File: config.mk
export PLATFORM = sky130hd
export DESIGN_NAME = digital_input_capture
export DESIGN_NICKNAME = d
export VERILOG_FILES = /design/src/rtl/digital_input_capture.sv
export SDC_FILE = /design/constraint.sdc
export NUM_CORES = 1
export LEC_CHECK = 0
export ABC_CLOCK_PERIOD_IN_PS = 1650
export BUFFER_PORTS_ARGS = -buffer_cell sky130_fd_sc_hd__buf_2
export CAP_MARGIN = 20
export CORE_ASPECT_RATIO = 1.1
export CORE_MARGIN = 4
export CORE_UTILIZATION = 57
export CTS_CLUSTER_SIZE = 14
export DETAILED_ROUTE_END_ITERATION = 8
export GPL_TIMING_DRIVEN = 0
export PLACE_DENSITY = 0.79
export RECOVER_POWER = 25
export SLEW_MARGIN = 20
export SYNTH_ARGS = -nofsm -noshare
export SYNTH_HDL_FRONTEND = slang
export SYNTH_SLANG_ARGS = --single-unit
File: constraint.sdc
create_clock -name clk -period 1.65 [get_ports clk]
set_input_delay 0.2475 -clock clk [delete_from_list [all_inputs] [get_ports clk]]
set_output_delay 0.2475 -clock clk [all_outputs]
set_load 0.05 [all_outputs]
File: src/rtl/digital_input_capture.sv
// digital_input_capture
//
// Samples external pins through a flip-flop synchroniser, detects rising and
// falling edges on the synchronised level and latches masked edge events
// into a sticky, write-1-to-clear PENDING register.  The interrupt request is
// the OR of all pending bits.
//
// Registers (single-cycle access, chipSelect qualifies writeEnable):
//   address 0 LEVEL      read-only, current synchronised (or debounced) level
//   address 1 RISE_MASK  read/write, enables rising-edge events per pin
//   address 2 FALL_MASK  read/write, enables falling-edge events per pin
//   address 3 PENDING    read, write-1-to-clear
//
// Ports:
//   clk          system clock, all state on rising edge
//   reset        synchronous, active-high reset
//   chipSelect   bus select
//   writeEnable  write strobe (ignored without chipSelect)
//   address      register select
//   dataIn       write data
//   dataOut      read data, combinational from address, 0 when not selected
//   IO_IN        asynchronous external pins
//   interrupt    OR-reduction of PENDING
//
// Build option:
//   DIGITAL_INPUT_DEBOUNCE_EN  when defined, each pin passes through a
//   tick-based debouncer after the synchroniser.  A shared prescaler emits a
//   tick every DEBOUNCE_DIV clocks; a pin must disagree with its debounced
//   value for DEBOUNCE_COUNT ticks before the new value is accepted.
//   When undefined, LEVEL is the last synchroniser stage.

module digital_input_capture #(
  parameter int WIDTH          = 32,
  parameter int SYNC_STAGES    = 2,
  parameter int DEBOUNCE_DIV   = 1000,
  parameter int DEBOUNCE_COUNT = 3
) (
  input  logic             clk,
  input  logic             reset,
  input  logic             chipSelect,
  input  logic             writeEnable,
  input  logic [1:0]       address,
  input  logic [WIDTH-1:0] dataIn,
  output logic [WIDTH-1:0] dataOut,
  input  logic [WIDTH-1:0] IO_IN,
  output logic             interrupt
);

  // Elaboration-time parameter sanity checks.
  if (SYNC_STAGES < 2) begin : g_bad_sync
    $error("digital_input_capture: SYNC_STAGES must be at least 2");
  end
  if (DEBOUNCE_DIV < 1) begin : g_bad_div
    $error("digital_input_capture: DEBOUNCE_DIV must be at least 1");
  end
  if (DEBOUNCE_COUNT < 1) begin : g_bad_count
    $error("digital_input_capture: DEBOUNCE_COUNT must be at least 1");
  end

  localparam logic [1:0] ADDR_LEVEL = 2'd0;
  localparam logic [1:0] ADDR_RISE  = 2'd1;
  localparam logic [1:0] ADDR_FALL  = 2'd2;
  localparam logic [1:0] ADDR_PEND  = 2'd3;

  // ---------------------------------------------------------------------------
  // Synchroniser
  // ---------------------------------------------------------------------------
  logic [WIDTH-1:0] sync_q [SYNC_STAGES];
  logic [WIDTH-1:0] sync_d [SYNC_STAGES];
  logic [WIDTH-1:0] sync_out;

  always_comb begin
    sync_d[0] = IO_IN;
    for (int k = 1; k < SYNC_STAGES; k++) begin
      sync_d[k] = sync_q[k-1];
    end
  end

  always_ff @(posedge clk) begin
    if (reset) begin
      for (int k = 0; k < SYNC_STAGES; k++) begin
        sync_q[k] <= '0;
      end
    end else begin
      for (int k = 0; k < SYNC_STAGES; k++) begin
        sync_q[k] <= sync_d[k];
      end
    end
  end

  assign sync_out = sync_q[SYNC_STAGES-1];

  // ---------------------------------------------------------------------------
  // Level source: debounced or raw synchronised
  // ---------------------------------------------------------------------------
  logic [WIDTH-1:0] level;

`ifdef DIGITAL_INPUT_DEBOUNCE_EN
  localparam int PRE_W = (DEBOUNCE_DIV > 1) ? $clog2(DEBOUNCE_DIV) : 1;
  localparam int CNT_W = $clog2(DEBOUNCE_COUNT + 1);

  logic [PRE_W-1:0] prescale_q;
  logic [PRE_W-1:0] prescale_d;
  logic             tick;
  logic [CNT_W-1:0] deb_cnt_q [WIDTH];
  logic [CNT_W-1:0] deb_cnt_d [WIDTH];
  logic [WIDTH-1:0] debounced_q;
  logic [WIDTH-1:0] debounced_d;

  always_comb begin
    tick        = (prescale_q == PRE_W'(DEBOUNCE_DIV - 1));
    prescale_d  = tick ? '0 : prescale_q + 1'b1;
    debounced_d = debounced_q;
    for (int i = 0; i < WIDTH; i++) begin
      deb_cnt_d[i] = deb_cnt_q[i];
      if (sync_out[i] == debounced_q[i]) begin
        // Agreement at any moment restarts the qualification window, which
        // is what rejects short glitches.
        deb_cnt_d[i] = '0;
      end else if (tick) begin
        if (deb_cnt_q[i] + 1'b1 == CNT_W'(DEBOUNCE_COUNT)) begin
          debounced_d[i] = sync_out[i];
          deb_cnt_d[i]   = '0;
        end else begin
          deb_cnt_d[i] = deb_cnt_q[i] + 1'b1;
        end
      end
    end
  end

  always_ff @(posedge clk) begin
    if (reset) begin
      prescale_q  <= '0;
      debounced_q <= '0;
      for (int i = 0; i < WIDTH; i++) begin
        deb_cnt_q[i] <= '0;
      end
    end else begin
      prescale_q  <= prescale_d;
      debounced_q <= debounced_d;
      for (int i = 0; i < WIDTH; i++) begin
        deb_cnt_q[i] <= deb_cnt_d[i];
      end
    end
  end

  assign level = debounced_q;
`else
  assign level = sync_out;
`endif

  // ---------------------------------------------------------------------------
  // Edge detection, masks and pending register
  // ---------------------------------------------------------------------------
  logic [WIDTH-1:0] level_prev_q, level_prev_d;
  logic [WIDTH-1:0] rise_mask_q, rise_mask_d;
  logic [WIDTH-1:0] fall_mask_q, fall_mask_d;
  logic [WIDTH-1:0] pending_q, pending_d;
  logic [WIDTH-1:0] rise, fall, clr;
  logic             bus_wr;

  always_comb begin
    bus_wr       = chipSelect & writeEnable;
    rise         = level & ~level_prev_q;
    fall         = ~level & level_prev_q;
    clr          = (bus_wr && address == ADDR_PEND) ? dataIn : '0;
    // New events are OR-ed in after the clear so a simultaneous set wins.
    pending_d    = (pending_q & ~clr) | (rise & rise_mask_q) | (fall & fall_mask_q);
    rise_mask_d  = (bus_wr && address == ADDR_RISE) ? dataIn : rise_mask_q;
    fall_mask_d  = (bus_wr && address == ADDR_FALL) ? dataIn : fall_mask_q;
    level_prev_d = level;
  end

  always_ff @(posedge clk) begin
    if (reset) begin
      level_prev_q <= '0;
      rise_mask_q  <= '0;
      fall_mask_q  <= '0;
      pending_q    <= '0;
    end else begin
      level_prev_q <= level_prev_d;
      rise_mask_q  <= rise_mask_d;
      fall_mask_q  <= fall_mask_d;
      pending_q    <= pending_d;
    end
  end

  // ---------------------------------------------------------------------------
  // Read mux and interrupt
  // ---------------------------------------------------------------------------
  always_comb begin
    dataOut = '0;
    if (chipSelect) begin
      case (address)
        ADDR_LEVEL: dataOut = level;
        ADDR_RISE:  dataOut = rise_mask_q;
        ADDR_FALL:  dataOut = fall_mask_q;
        default:    dataOut = pending_q;
      endcase
    end
  end

  assign interrupt = |pending_q;

endmodule

# After elaboration in Yosys (flattened, before gate mapping)
# Memory sizes are Yosys's and may differ from the RTL's.
# Index checks and enable logic that the tools add are counted.
# op_classes
eq_ne,3
n_mux,8
n_bitwise,13
reduce_logical,5
# op_table
cell,count
$and 32x32->32,5
$mux 32,4
$not 32->32,3
$pmux 32 s3,1
$or 32x32->32,2
$reduce_or 32->1,1
$eq 2x2->1 const B,2
$logic_and 1x1->1,3
$mux 1,3
$eq 2x1->1 const B,1
$logic_not 2->1,1
$or 1x1->1,2
$and 1x1->1,1
# totals
regBits,128
ram_bits,64
memories,1
# memory_table
name,depth,word_bits,rd,rd_ports_with_merged_regs,wr,line,text
sync_q,2,32,2,0,2,68,logic [WIDTH-1:0] sync_q [SYNC_STAGES];

# Longest topological paths before layout
# depth
word_depth,7
depth_mapped,6
mapped_depth_nobuf,3

# Worst setup path after synthesis
# Ideal clock, no wire load.
# synth_path
kind,input to output
startpoint,input address[0]
endpoint,output dataOut[13]
arrival_time_ns,1.344
required_ns,1.402
slack_ns,0.059
cell_stages,4
path_buffers,2
path_cell_list,buf_6 > buf_12 > mux4_2 > and2_1
# synth_between
elab_chain_len,3
elab_cells_between_ends,5
cone_classes,2 x eq/ne; 2 x mux; 1 x reduce/logical
# synth_lines
item,line,text
from (decl),42,"input logic [1:0] address,"
"$eq 2x2->1, or another cell as far along",194,case (address)
$pmux 32 s3 (*),194,
$mux 32 (*),193,if (chipSelect) begin
to (decl),44,"output logic [WIDTH-1:0] dataOut,"
# Every way passes the cells marked *; elsewhere a longest branch is shown, timed or not.

# Final worst setup path
# layout_path
startpoint,register pending_q[16]
endpoint,output interrupt
# layout_between
elab_chain_len,1
# layout_lines
item,line,text
from (decl),158,"logic [WIDTH-1:0] pending_q, pending_d;"
from (signal assigned),184,pending_q <= pending_d;
$reduce_or 32->1,203,assign interrupt = |pending_q;
to (decl),46,output logic interrupt
# No other way between the ends.

==> reports/metrics.yaml <==
clock_network:
  clk_pin_slew_ps: 60
  insertion_delay_ps: 440
  tritoncts: "done"
  cts_num_sinks: 192
  clock_tree.root_cell: "clkbuf_16"
  numCtsBuffers: 17
  h-tree-depth: 4
  hold_buffers: 0
  cts.path.max_buffers: 2
hold_path:
  min_from: "IO_IN[8]"
  worstHoldPathCells: 2
  hp-class: "primary input to flip-flop"
detailed_routing:
  via_per_inst: 5.823
  first_iter_violations: 581
  vias: 6161
  wl_per_cell_um: 18.57
  firstDrtPassIters: 5
  drc: 0
  wirelength_um: 19650
  ant_nets: 0
critical_path:
  start_kind: "flip-flop"
  crit_start: "pending_q[16]"
  critical-path-top-delay-family: "simple AND/OR/NAND/NOR gates"
  worstSetupEndpointType: "output pin"
  rr_worst_depth: 3
  reg2reg_from: "sync_q[0][58]"
  max_stage_delay_ps: 340
  cp_max_fo: 2
  critPathSlowestCell: "dfxtp_2"
  cp.depth: 4
  cp_data_arrival_time_ps: 1730
  critPathKind: "flip-flop to output pin"
  crit_chain: "nor4_4 -> nand4_1 -> or2_4 -> buf_6"
  worstPathRequired_ps: 1400
  cp_num_buf_inv: 1
yosys:
  yosysSeqAreaShare: 0.5084
  synthCells: 770
  synth_cell_types: 24
  synth_area_per_cell_um2: 9.818
  syn_nets: 840
  yosysWarningCount: 0
  ys_seq_elements: 192
  synth.cell_area_um2: 7560
die:
  die_area_um2: 15170
  start_util: 0.5904
  row_count: 43
  die_w_um: 117.8
  coreArea_um2: 12800
  pin_count: 103
  die_h_um: 128.8
power_and_ir_drop:
  p_comb_frac: 0.078
  pwr-share-clk: 0.404
  switching_share: 0.2288
  switchingPower_uw: 2142
  peakVddDrop_mv: 0.6573
  seqPwrFrac: 0.518
  power_density_nw_per_um2: 1015
  p_leak_uw: 0.003539
  p_int_uw: 7219
  p_total_uw: 9360
global_route:
  grtUsageMet3: 0.06154
  overflow: 0
  grt_start_max_net_pins: 17
  grt_pass1_wl_um: 31130
  antenna_found_initial: 0
  top_usage_layer: "met2"
  use_met2: 0.4790
  grt_use_met1: 0.2879
  grt_pass1_vias: 6442
  grt_use_total: 0.2607
final_layout:
  design_area_um2: 9225
  n_antenna_cell: 0
  final_nets: 960
  fin_cells: 1058
  drive_above_1_share: 0.3030
  mostFrequentLayoutCell: "dfxtp_1"
  multiInputGateArea_um2: 3452
  fillers: 936
  mostFrequentLayoutCells: "145 x dfxtp_1, 128 x nand2_1, 96 x nor2b_1"
  area_growth_pct: 22.03
  seq_area_um2: 3905
timing:
  tns_ps: -5614
  maxSlewViolCount: 0
  final-hold-violation-count: 0
  rsz0062_at_grt: "yes"
  finalSetupViolations: 33
  post-route-period-util: 1.196
  hold_slack_ps: 14.67
  clock.fmax_mhz: 506.7
  slew_headroom: 0.5661
  final.setup.worst_slack_ps: -323.6
  tightest_slew_ps: 650.8
  final.min_clock_period_ps: 1974
  skew_ps: 7.007
run_status:
  violations: "negative setup slack"
  status: "complete, but fails checks"
placement:
  dpl.cell_count: 1025
  placed_area_um2: 8247
  io_buffers: 98
  dp_hpwl_um: 13210
  gp_congestion: 0.8482
run:
  cap_violations: 0
## power by group through the flow
stage	combinational (uW)	sequential (uW)	clock (uW)
after global placement	659	4930	0
after detailed placement	674	4940	0
after floorplan	437	4920	0
after CTS	730	4850	3810
final	734	4850	3780
after global routing	791	4860	3980
## final cells by class
type                       count  share of cell area
clock inverter                 7            0.006781
buffer                        50             0.03065
clock buffer                  23             0.05073
timing repair buffer         101             0.08002
sequential                   192              0.4233
inverter                      32             0.01302
multi-input combinational    496              0.3742
tap                          157             0.02129
## cells in the mapped netlist
library cell	instances	area share
inv_1	32	0.016
a31oi_1	32	0.026
mux4_1	5	0.017
nand4_1	2	0.0017
o21ai_1	10	0.0066
nand4b_1	1	0.0012
nand4_2	1	0.0017
clkbuf_1	24	0.012
nand2_1	128	0.064
buf_12	3	0.0079
a21oi_1	64	0.042
buf_6	1	0.0015
dfxtp_1	192	0.51
nor4_1	8	0.0066
nand3b_1	64	0.064
and2_1	32	0.026
buf_4	6	0.0060
o21ai_0	22	0.015
and4b_2	2	0.0030
nor2b_1	96	0.079
nand4b_2	1	0.0020
buf_2	16	0.011
mux4_2	27	0.080
or2_2	1	0.00083
## cell families (layout without fill, tap and decap cells)
kind of cell / Yosys count / in the layout / share of synthesized area
multiplexers: 32 / 32 / 0.09782
flip-flops: 192 / 192 / 0.5084
AND/OR/NAND/NOR: 336 / 336 / 0.2499
buffers and inverters: 82 / 213 / 0.05379
AO/OA/AOI/OAI: 128 / 128 / 0.09004
## final timing paths
path	end	slack, ps
max	interrupt	-320
min	sync_q[0][8]	10
max reg2reg	pending_q[26]	810
min reg2reg	sync_q[0][35]	430
## layer usage
| layer | routed length (um) | share of wire |
|---|---|---|
| met5 | 0 | 0 |
| met4 | 580 | 0.030 |
| met3 | 1319 | 0.067 |
| met2 | 10140 | 0.52 |
| met1 | 7608 | 0.39 |
## through the flow
step                utilization  setup slack (ps)
global route             0.7204            -347.5
global placement         0.6440            -149.1
floorplan                     -             58.77
CTS                      0.7162            -343.6
detailed placement       0.6440            -172.0
finish                   0.7204            -323.6
## flip-flops by register name, summed over array words and instances, names as in the netlist
name / cells
sync_q: 64
fall_mask_q: 32
level_prev_q: 32
pending_q: 32
rise_mask_q: 32
## what timing repair did
| item | CTS | global route |
|---|---|---|
| setup buffers | 3 | 0 |
| resized for setup | 156 | 14 |
| setup endpoints to repair | 33 | 33 |
| gates cloned | 0 | 0 |
| pin swaps | 4 | 3 |
Note: power is estimated with default switching activity, not from simulation.
